## src/rtl/dense_neuron.sv

```systemverilog
// rtl/dense_neuron.sv - single-output dense neuron: streamed Q8.8 MAC, bias, floor rescale, saturate
// Weights live in a small register file that is writable only between frames.
module dense_neuron #(
  parameter int                 N_INPUTS = 16,
  parameter int                 FRAC     = 8,
  parameter int                 ACC_W    = 40,
  parameter logic signed [15:0] BIAS     = 16'sd0
) (
  input  logic                        clk,
  input  logic                        rst,
  input  logic                        in_valid,
  output logic                        in_ready,
  input  logic [15:0]                 in_data,
  input  logic                        w_we,
  input  logic [$clog2(N_INPUTS)-1:0] w_addr,
  input  logic [15:0]                 w_data,
  output logic                        valid_out,
  output logic [15:0]                 out_data,
  output logic                        sat,
  output logic                        busy
);

  localparam int AW = $clog2(N_INPUTS);
  localparam logic signed [ACC_W-1:0] BIAS_SH = $signed(ACC_W'(BIAS)) <<< FRAC;
  localparam logic signed [ACC_W-1:0] SAT_MAX = ACC_W'(32767);
  localparam logic signed [ACC_W-1:0] SAT_MIN = ACC_W'(-32768);

  typedef enum logic [1:0] {IDLE, ACCUM, FINISH} state_t;

  state_t                  state;
  state_t                  state_nxt;
  logic [15:0]             weight [N_INPUTS];
  logic [AW-1:0]           idx;
  logic signed [ACC_W-1:0] acc;
  logic signed [31:0]      product;
  logic signed [ACC_W-1:0] product_ext;
  logic signed [ACC_W-1:0] sum;
  logic signed [ACC_W-1:0] res;
  logic                    accept;
  logic                    last_feat;
  logic                    addr_ok;
  logic                    w_ok;
  logic                    sat_hi;
  logic                    sat_lo;
  logic [15:0]             res_q;

  assign accept      = in_valid && in_ready;
  assign last_feat   = (idx == AW'(N_INPUTS - 1));
  assign product     = $signed(in_data) * $signed(weight[idx]);
  assign product_ext = ACC_W'(product);

  // Bias is folded in only at FINISH, so acc stays a pure dot product.
  assign sum    = acc + BIAS_SH;
  assign res    = sum >>> FRAC;
  assign sat_hi = (res > SAT_MAX);
  assign sat_lo = (res < SAT_MIN);
  assign res_q  = sat_hi ? 16'h7FFF : (sat_lo ? 16'h8000 : res[15:0]);

  generate
    if ((1 << AW) == N_INPUTS) begin : g_addr_full
      assign addr_ok = 1'b1;
    end else begin : g_addr_chk
      assign addr_ok = (32'(w_addr) < N_INPUTS);
    end
  endgenerate

  // A write colliding with an accept is dropped so the accept sees the old weight.
  assign w_ok = w_we && (state == IDLE) && !accept && addr_ok;

  always_ff @(posedge clk) begin
    if (rst) begin
      state <= IDLE;
    end else begin
      state <= state_nxt;
    end
  end

  always_comb begin
    state_nxt = state;
    case (state)
      IDLE: begin
        if (accept) begin
          state_nxt = (N_INPUTS == 1) ? FINISH : ACCUM;
        end
      end
      ACCUM: begin
        if (accept && last_feat) begin
          state_nxt = FINISH;
        end
      end
      FINISH:  state_nxt = IDLE;
      default: state_nxt = IDLE;
    endcase
  end

  always_comb begin
    in_ready = (state != FINISH);
    busy     = (state != IDLE);
  end

  always_ff @(posedge clk) begin
    if (rst) begin
      acc       <= '0;
      idx       <= '0;
      valid_out <= 1'b0;
      out_data  <= 16'h0000;
      sat       <= 1'b0;
    end else begin
      valid_out <= 1'b0;
      case (state)
        IDLE: begin
          if (accept) begin
            acc <= product_ext;
            idx <= AW'(1);
          end
        end
        ACCUM: begin
          if (accept) begin
            acc <= acc + product_ext;
            idx <= idx + AW'(1);
          end
        end
        FINISH: begin
          valid_out <= 1'b1;
          out_data  <= res_q;
          sat       <= sat_hi || sat_lo;
          acc       <= '0;
          idx       <= '0;
        end
        default: begin
          acc <= '0;
          idx <= '0;
        end
      endcase
    end
  end

  // Weight storage survives reset by design.
  always_ff @(posedge clk) begin
    if (w_ok) begin
      weight[w_addr] <= w_data;
    end
  end

endmodule

```

## config.mk

```make
export PLATFORM = sky130hd
export DESIGN_NAME = dense_neuron
export DESIGN_NICKNAME = d
export VERILOG_FILES = /design/src/rtl/dense_neuron.sv
export SDC_FILE = /design/constraint.sdc
export NUM_CORES = 1
export LEC_CHECK = 0
export BUFFER_PORTS_ARGS = -buffer_cell sky130_fd_sc_hd__buf_2
export CORE_ASPECT_RATIO = 0.5
export CORE_MARGIN = 2
export CORE_UTILIZATION = 65
export CTS_BUF_LIST = sky130_fd_sc_hd__clkbuf_8
export CTS_CLUSTER_SIZE = 30
export DETAILED_ROUTE_END_ITERATION = 7
export HOLD_SLACK_MARGIN = 0.05
export PLACE_DENSITY = 0.82
export REMOVE_ABC_BUFFERS = 1
export SLEW_MARGIN = 20
export SYNTH_ARGS = -nofsm -noshare
export SYNTH_HDL_FRONTEND = slang
export SYNTH_SLANG_ARGS = --single-unit
export TNS_END_PERCENT = 50
```

## constraint.sdc

```tcl
create_clock -name clk -period 28 [get_ports clk]
set_clock_uncertainty 0.15 [all_clocks]
set_input_delay 8.4 -clock clk [delete_from_list [all_inputs] [get_ports clk]]
set_output_delay 8.4 -clock clk [all_outputs]
set_load 0.05 [all_outputs]
```

# After elaboration in Yosys (flattened, before gate mapping)
# Memories as Yosys holds them, arrays and structs flattened. A register that Yosys moved wholly into a read port is not among the register bits.
# Index checks and enable logic that the tools add are counted.
totals:
  latch_bits: 0
  in_bits: 40
  ff_bits: 64
  n_memories: 1
  word_cells: 45
  out_inout_bits: 20
  ram_bits: 256
  romBits: 0
mem_list:
  columns: ["memory", "words", "width", "read_ports", "rd_clocked_by_memory_dff", "write_ports", "line", "rtl"]
  rows:
  - ["weight", 16, 16, 1, 1, 1, "32", "logic [15:0] weight [N_INPUTS];"]
op_classes:
  add_sub_neg: 2
  n_eq_ne: 7
  bitwise: 0
  n_div: 0
  n_mul: 1
  muxes: 16
  shifts: 0
  n_reduce_logical: 10
  n_lt_le_gt_ge: 2
op_table:
  columns: ["operator", "n"]
  rows:
  - ["2-to-1 mux 40 bit", 2]
  - ["one-hot mux 40 bit (2 select lines)", 1]
  - ["adder 40 x 32 -> 40 bit", 1]
  - ["greater-than comparator 32 x 16 -> 1 bit, second input constant", 1]
  - ["less-than comparator 32 x 16 -> 1 bit, second input constant", 1]
  - ["multiplier 16 x 16 -> 32 bit", 1]
  - ["2-to-1 mux 16 bit", 2]
  - ["2-to-1 mux 4 bit", 4]
  - ["!= test 2 bit, second input constant", 4]
  - ["one-hot mux 4 bit (2 select lines)", 1]
  - ["adder 4 x 1 -> 4 bit, second input constant", 1]
  - ["equality test 4 bit, second input constant", 1]
  - ["logical AND 1 bit", 4]
  - ["2-to-1 mux 2 bit", 2]
  - ["one-hot mux 2 bit (2 select lines)", 1]
  - ["AND reduction 2 bit", 2]
  - ["2-to-1 mux 1 bit", 3]
  - ["equality test 2 x 1 -> 1 bit, second input constant", 1]
  - ["equality test 2 bit, second input constant", 1]
  - ["logical NOT 2 bit", 1]
  - ["nonzero test 2 bit", 1]
  - ["logical NOT 1 bit", 1]
  - ["logical OR 1 bit", 1]

# Depth between registers and ports, before layout
# Gate-level depths: netlist (run 1).
logic_depth:
  ltp_word: 6
  mapped_depth: 38
  mapped_depth_nobuf: 35

# Least setup slack after synthesis (run 1)
# No wires, ideal clock.
synth_timing:
  kind: "input -> register"
  start: "input in_data[9]"
  end: "register acc[39]"
  path_stages: 30
  required_ns: 27.730
  setup_slack_ns: 12.053
  t_arrival_ns: 15.677
  path_buffers: 1
  setup_time_ns: 0.120
  cell_sequence: "clkbuf_1 and2_1 fa_1 inv_1 fa_1 fa_1 fa_1 inv_1 fa_1 inv_1 fa_1 inv_1 ha_1 a21oi_1 o21ai_1 a21oi_1 a21oi_1 o2111ai_1 a21oi_1 nor2_1 o21ai_1 xor2_1 ha_1 a21o_1 a21oi_1 o21ai_0 a221o_1 o32a_1 and3b_1 a211o_1"
synth_via:
  elab_chain_len: 4
  word_cells_on_any_way: 5
  classes_between: "add/sub (1); mul (1); mux (3)"
synth_lines:
  columns: ["element", "line", "rtl"]
  rows:
  - ["start: declaration", "13", "input logic [15:0] in_data,"]
  - ["multiplier 16 x 16 -> 32 bit (*)", "49", "assign product = $signed(in_data) * $signed(weight[idx]);"]
  - ["adder 40 x 32 -> 40 bit", "119", "acc <= acc + product_ext;"]
  - ["2-to-1 mux 40 bit", "118", "if (accept) begin"]
  - ["one-hot mux 40 bit (2 select lines) (*)", "110", "case (state)"]
  - ["end signal: assignment", "113", "acc <= product_ext;"]
  - ["end signal: assignment", "119", null]
  - ["end: declaration", "34", "logic signed [ACC_W-1:0] acc;"]
# Every way passes the cells marked *; elsewhere a longest branch is shown, timed or not. The select of a mux whose other input is x is not followed.
# A chain may end at the register's enable or synchronous reset.

# Worst setup path in the final report (run 1)
layout_timing:
  start: "input in_data[15]"
  end: "register acc[39]"
# The elaborated chain is that of the path after synthesis.

==> results of run 1 <==
==> kinds of logic (layout without fill, tap and decap cells) <==
family                   Yosys count  count (layout)  synth area share [%]
XOR/XNOR                          60              60                  2.15
multiplexers                      91              91                  7.77
flip-flops                       324             324                  37.0
adder cells (fa/ha/maj)          387             387                  27.9
AND/OR/NAND/NOR                  521             521                  10.5
buffers and inverters            398             482                  6.17
AO/OA/AOI/OAI                    319             319                  8.55
==> cell type report <==
cell class,instances,area [sq um]
Multi-Input combinational cell,1378,14000
Timing Repair Buffer,80,453
Clock buffer,48,661
Fill cell,2547,11100
Inverter,320,1200
Tap cell,494,618
Sequential cell,324,9050
Clock inverter,34,204
==> worst paths after layout <==
kind | startpoint | to | slack (ns) | cells past startpoint
max | in_data[15] | acc[39] | 11.71 | 30
min | out_data[11] | out_data[11] | 0.30 | 2
max reg2reg | flop | acc[39] | 16.98 | 33
min reg2reg | out_data[11] | out_data[11] | 0.30 | 2
==> through the flow <==
step           area [sq um]  setup WS (ns)  utilization (%)
2_1_floorplan         24100          12.20                -
3_3_place_gp          25300          11.33             67.9
3_5_place_dp          25300          11.21             67.9
4_1_cts               26100          11.83             70.2
5_1_grt               26200          11.17             70.3
6_report              26200          11.71             70.3
==> tightest hold or removal path, cell delays in order, from the launching register on <==
cell and delay, ns:
sky130_fd_sc_hd__dfxtp_1 0.30, sky130_fd_sc_hd__nand2_1 0.05, sky130_fd_sc_hd__a21oi_1 0.05
==> cells in the mapped netlist, types with 14 or more instances <==
| cell type | count |
|---|---|
| sky130_fd_sc_hd__ha_1 | 124 |
| sky130_fd_sc_hd__clkbuf_1 | 62 |
| sky130_fd_sc_hd__nand3_1 | 15 |
| sky130_fd_sc_hd__dfxtp_1 | 68 |
| sky130_fd_sc_hd__a21oi_1 | 92 |
| sky130_fd_sc_hd__a31oi_1 | 14 |
| sky130_fd_sc_hd__nor3_1 | 23 |
| sky130_fd_sc_hd__a211oi_1 | 14 |
| sky130_fd_sc_hd__o21ai_1 | 15 |
| sky130_fd_sc_hd__fa_1 | 263 |
| sky130_fd_sc_hd__and2_1 | 145 |
| sky130_fd_sc_hd__o21ai_0 | 56 |
| sky130_fd_sc_hd__xnor2_1 | 40 |
| sky130_fd_sc_hd__a21o_1 | 39 |
| sky130_fd_sc_hd__nor2_1 | 88 |
| sky130_fd_sc_hd__mux4_2 | 79 |
| sky130_fd_sc_hd__nand2_1 | 183 |
| sky130_fd_sc_hd__inv_1 | 320 |
| sky130_fd_sc_hd__edfxtp_1 | 256 |
| sky130_fd_sc_hd__xor2_1 | 20 |
==> layer usage <==
layer / up-vias / wire length [microns] / share of wire [%] / global-route usage [%]
met5: - / 43 / 0.077 / 0.733
met4: 2 / 1310 / 2.3 / 8.48
met3: 108 / 3990 / 7.2 / 5.32
met2: 611 / 27900 / 50 / 50.2
met1: 8273 / 22500 / 40 / 39.7
li1: 7252 / - / - / -
==> flip-flops by register name, summed over array words and instances (netlist names), named ones only <==
| signal | count |
|---|---|
| out_data | 16 |
| sat | 1 |
| weight | 256 |
| acc | 40 |
| state | 2 |
| valid_out | 1 |
| idx | 4 |
==> flow_summary.rst, run 1 <==
.. list-table::
   :header-rows: 1

   * - Metric
     - Value
   * - Status
     - finished clean
   * - Area grow syn2layout
     - 6.99%
   * - Delay contributed by the slowest stage of the critical path
     - 0.90 ns
   * - Post-synthesis register bit count
     - 324
   * - Async set-or-reset flop fraction in the synthesized netlist
     - 0%
   * - I/O pin cnt
     - 60
   * - Synthesized instance count
     - 2100
   * - Highest-count cells in the layout ignoring fill and taps
     - 334 x sky130_fd_sc_hd__inv_1, 263 x sky130_fd_sc_hd__fa_1, 256 x sky130_fd_sc_hd__edfxtp_1
   * - Critical Path Slowest Stage Cell
     - sky130_fd_sc_hd__fa_1
   * - Unrepaired setup endpoints after global routing
     - false
   * - Drt drc
     - 0
   * - Worst-Skew Late Latency
     - around 0.60 ns
   * - Max transition margin
     - between 20% and 30%
   * - Placeable core region
     - 37200 sq um
   * - Number of resized instances in the post-cts repair step
     - 0
   * - Slew Viols, Final
     - 0
   * - Fraction of layout cells with a size suffix above 1
     - 11.7%
   * - Number of sinks on the clock net
     - 324
   * - Pin count of the biggest net entering global routing
     - 65
   * - Chip Width
     - approximately 280 microns
   * - Synth area leaders
     - sky130_fd_sc_hd__edfxtp_1 31%, sky130_fd_sc_hd__fa_1 22%, sky130_fd_sc_hd__mux4_2 7.3%
   * - Kind of end point of the critical path
     - flop
   * - Top fanout value on the critical path
     - 16
   * - Number of enable-type register cells in the synthesized netlist
     - 256
   * - Clk Tree Root Cell
     - sky130_fd_sc_hd__clkbuf_8
   * - Setup_tns
     - 0 ns
   * - Overall fraction of global-route tracks in use
     - about 30%
   * - Cell type group with the largest total delay on the critical path
     - adder cells
   * - Vias post-DR
     - 16.2k
   * - Classification of the worst setup path
     - input port to flop
   * - Worst hold slack
     - between 0.2 and 0.3 ns
   * - Crit-path most repeated cell
     - sky130_fd_sc_hd__fa_1
   * - Number of warnings printed during yosys synthesis
     - 0
   * - Wire length of the first global-routing pass
     - 89100 microns
   * - Setup-violating endpoint count in the final report
     - 0
   * - Post-synthesis average cell area
     - 11.6 sq um
   * - Clock tree from TritonCTS
     - built
   * - Number of buffers inserted by post-CTS setup repair
     - 0
   * - Post-layout nets
     - approximately 2.6k
   * - Number of iterations in the first detailed-routing pass
     - 5
   * - ANT cells
     - 0
   * - Final weighted congestion of routability-driven global placement
     - approximately 0.93
   * - Vias in the first global route
     - ~17k
   * - Most common cell after layout, fill and taps aside
     - sky130_fd_sc_hd__inv_1
   * - Post-synthesis cell type with the largest combined area
     - sky130_fd_sc_hd__edfxtp_1
   * - Clock buffers created by TritonCTS
     - 45
   * - Cells after DPL
     - ~2.6k
   * - Final Cycle Share
     - 58.2%
   * - CTS clk-pin slew, worst paths
     - approximately 0.080 ns
   * - Top achievable clock speed
     - approximately 0.061 GHz
   * - Post-synth top area share
     - between 30% and 40%
   * - Cell row count
     - 50
   * - Die Outline Area
     - 39300 sq um
   * - Tightest Pin Transition
     - 1.09 ns
   * - Mean number of vias per cell
     - 6.07
   * - Crit path buf inv count
     - 5
   * - Maximum capacitance violations
     - 0
   * - Arrival time at the worst endpoint
     - 16.63 ns
   * - Post-Route WL
     - between 50000 and 60000 microns
   * - # port buffers
     - 59
   * - Post-layout min period
     - 16.29 ns
   * - Aggregate global routing overflow
     - 0
   * - Sort of element at the start of the critical path
     - input port
   * - Number of hold buffers added after cts
     - 0
   * - # H-tree levels
     - 2
   * - Final cell count without fillers
     - around 2.7k
   * - Initial Util
     - ~66%
   * - Final Hold Fails
     - 0
   * - Tightest Hold Check Type
     - flop to flop
   * - Required arrival time at the worst endpoint
     - roughly 28 ns
   * - Primary flip-flop cell chosen by synthesis mapping
     - sky130_fd_sc_hd__edfxtp_1
   * - Combined area of all synthesized cells
     - 24400 sq um
   * - Initial antenna violation count
     - 2
   * - Violation count after the first detailed-route iteration
     - around 1.5k
   * - Chip height
     - ~140 microns
   * - Sequential share of the synthesized area
     - a little under two fifths
   * - Routed wire length per instance
     - approximately 21 microns
   * - Final HPWL DP
     - roughly 40000 microns
   * - CTS max path bufs
     - 3
   * - Number of nets with antenna violations after detailed routing
     - 0
   * - Distinct cells, synth
     - 76
Power of run 1 is left out: the tool's default activity adds up to more than one toggle a clock period on the data nets, which glitch-free logic cannot reach.
==> run 2, diff against run 1 <==
--- a/config.mk
+++ b/config.mk
@@ -8,12 +8,12 @@
 export BUFFER_PORTS_ARGS = -buffer_cell sky130_fd_sc_hd__buf_2
 export CORE_ASPECT_RATIO = 0.5
 export CORE_MARGIN = 2
-export CORE_UTILIZATION = 65
+export CORE_UTILIZATION = 60
 export CTS_BUF_LIST = sky130_fd_sc_hd__clkbuf_8
 export CTS_CLUSTER_SIZE = 30
 export DETAILED_ROUTE_END_ITERATION = 7
 export HOLD_SLACK_MARGIN = 0.05
-export PLACE_DENSITY = 0.82
+export PLACE_DENSITY = 0.8
 export REMOVE_ABC_BUFFERS = 1
 export SLEW_MARGIN = 20
 export SYNTH_ARGS = -nofsm -noshare
==> constraint.sdc (replaced) <==
create_clock -name clk -period 13.45 [get_ports clk]
set_clock_uncertainty 0.15 [all_clocks]
set_input_delay 4.035 -clock clk [delete_from_list [all_inputs] [get_ports clk]]
set_output_delay 4.035 -clock clk [all_outputs]
set_load 0.05 [all_outputs]
==> run 2 against run 1 <==
Cell count is 1.8% higher. First-iteration DRC count is 7.8% higher. Non-clock buffer count is 2 lower. Clock-buffer cell count is 1 higher. Register-to-register slack worse by 15 ns. Routed wire length is 0.79% higher. Design area is 0.35% higher.
==> flow_summary.rst, run 2 (synthesized netlist as in run 1, its figures left out) <==
.. list-table::
   :header-rows: 1

   * - Metric
     - Value
   * - Fraction of layout cells with a size suffix above 1
     - between 10% and 20%
   * - Largest registers in the final layout
     - weight: 256 flops, acc: 40 flops, out_data: 16 flops
   * - Post-Route WL
     - 56200 microns
   * - Number of buffers inserted by post-CTS setup repair
     - 0
   * - # H-tree levels
     - 2
   * - Top fanout value on the critical path
     - 16
   * - Final weighted congestion of routability-driven global placement
     - between 0.9 and 1
   * - Overall fraction of global-route tracks in use
     - around 28%
   * - Post-layout nets
     - 2575
   * - Max transition margin
     - about a quarter
   * - Clk Tree Root Cell
     - sky130_fd_sc_hd__clkbuf_8
   * - Final Cycle Share
     - about nine tenths
   * - Worst-Skew Late Latency
     - ~0.60 ns
   * - Vias post-DR
     - about 16k
   * - Chip Width
     - 289 microns
   * - Violation count after the first detailed-route iteration
     - about 1.6k
   * - Initial Util
     - a little over 60%
   * - Die Outline Area
     - around 42000 sq um
   * - Delay contributed by the slowest stage of the critical path
     - between 0.8 and 0.9 ns
   * - Crit-path most repeated cell
     - sky130_fd_sc_hd__fa_1
   * - Number of nets with antenna violations after detailed routing
     - 0
   * - Arrival time at the worst endpoint
     - about 12 ns
   * - Status
     - finished clean
   * - Tightest Pin Transition
     - about 1.1 ns
   * - Wire length of the first global-routing pass
     - 89800 microns
   * - Cell row count
     - 52
   * - Aggregate global routing overflow
     - 0
   * - Mean number of vias per cell
     - approximately 6
   * - Top achievable clock speed
     - 0.0829 GHz
   * - # port buffers
     - roughly 60
   * - Crit path buf inv count
     - 5
   * - Number of resized instances in the post-cts repair step
     - 0
   * - Number of hold buffers added after cts
     - 0
   * - Vias in the first global route
     - 16.6k
   * - Placeable core region
     - slightly above 40000 sq um
   * - Largest register FFs
     - approximately 260
   * - Chip height
     - 147 microns
   * - CTS clk-pin slew, worst paths
     - approximately 0.060 ns
   * - Most common cell after layout, fill and taps aside
     - sky130_fd_sc_hd__inv_1
   * - Setup-violating endpoint count in the final report
     - 0
   * - Slew Viols, Final
     - 0
   * - Busiest layer in global routing
     - met2
   * - Post-layout min period
     - 12.06 ns
   * - Critical Path Slowest Stage Cell
     - sky130_fd_sc_hd__fa_1
   * - Kind of end point of the critical path
     - flop
   * - Fraction of met3 tracks used by global routing
     - under 10%
   * - I/O pin cnt
     - 60
   * - Classification of the worst setup path
     - input port to flop
   * - Required arrival time at the worst endpoint
     - 13.77 ns
   * - Register bank with the most flops
     - weight
   * - Number of sinks on the clock net
     - about 320
   * - Setup_tns
     - 0 ns
   * - Clock tree from TritonCTS
     - built
   * - Routed wire length per instance
     - 20.6 microns
   * - Number of iterations in the first detailed-routing pass
     - 5
   * - Cell type group with the largest total delay on the critical path
     - adder cells
   * - Maximum capacitance violations
     - 0
   * - CTS max path bufs
     - 3
   * - Tightest Hold Check Type
     - flop to flop
   * - Area grow syn2layout
     - 7.37%
   * - Highest-count cells in the layout ignoring fill and taps
     - 335 x sky130_fd_sc_hd__inv_1, 263 x sky130_fd_sc_hd__fa_1, 256 x sky130_fd_sc_hd__edfxtp_1
   * - GR Layer Usage met2
     - between 40% and 50%
   * - Final HPWL DP
     - just under 40000 microns
   * - Met1 Usage GRT
     - between 30% and 40%
   * - Sort of element at the start of the critical path
     - input port
   * - Clock buffers created by TritonCTS
     - 46
   * - Final Hold Fails
     - 0
   * - Unrepaired setup endpoints after global routing
     - false
   * - Number of inserted filler cells in the final layout
     - 2894
   * - Drt drc
     - 0
   * - Pin count of the biggest net entering global routing
     - 65
   * - Initial antenna violation count
     - 4
==> run 2: changes by cell type in the layout (fill, tap and decap cells not counted), sizes merged <==
cell and delta:
inv +3, diode +2, clkinvlp -2, buf -2, clkbuf +1
==> run 2: path summary, 6_finish.rpt <==
check	startpoint	end	slack, ns	cells past startpoint
worst max-delay path	in_data[15]	acc[39]	1.39	30
worst min-delay path	out_data[7]	out_data[7]	0.30	2
worst max register to register	flop	acc[39]	2.40	32
worst min register to register	out_data[7]	out_data[7]	0.30	2
==> run 2: layout make-up <==
cell class                 count  area, sq um  area share (%)
timing repair buffer          78          438            1.67
antenna                        2         5.00          0.0191
clock buffer                  49          674            2.57
tap                          540          676            2.57
clock inverter                35          220           0.839
inverter                     320         1200            4.58
multi-input combinational   1378        14000            53.3
sequential                   324         9050            34.5
==> run 2: per-stage QoR <==
step	instance area, sq um	hold slack (ns)	setup slack [ns]	instances	util, %
2_1_floorplan	24100	0.282	2.02	2022	-
3_3_place_gp	25300	0.289	1.14	2640	62.9
3_5_place_dp	25300	0.293	0.910	2640	62.9
4_1_cts	26200	0.303	1.51	2724	65.1
5_1_grt	26200	0.335	0.956	2725	65.2
6_report	26300	0.303	1.39	2726	65.2
==> run 2: tightest hold or removal path: stages (launching register included) <==
cell	delay, ns
sky130_fd_sc_hd__dfxtp_1	0.31
sky130_fd_sc_hd__nand2_1	0.05
sky130_fd_sc_hd__a21oi_1	0.05
==> run 2: metal layers <==
metal / share of wire (%) / wire length, microns
met1: 41 / 22800
met2: 49 / 27700
met3: 7.2 / 4030
met4: 2.8 / 1550
met5: 0.043 / 24
Power of run 2 is left out for the same reason.
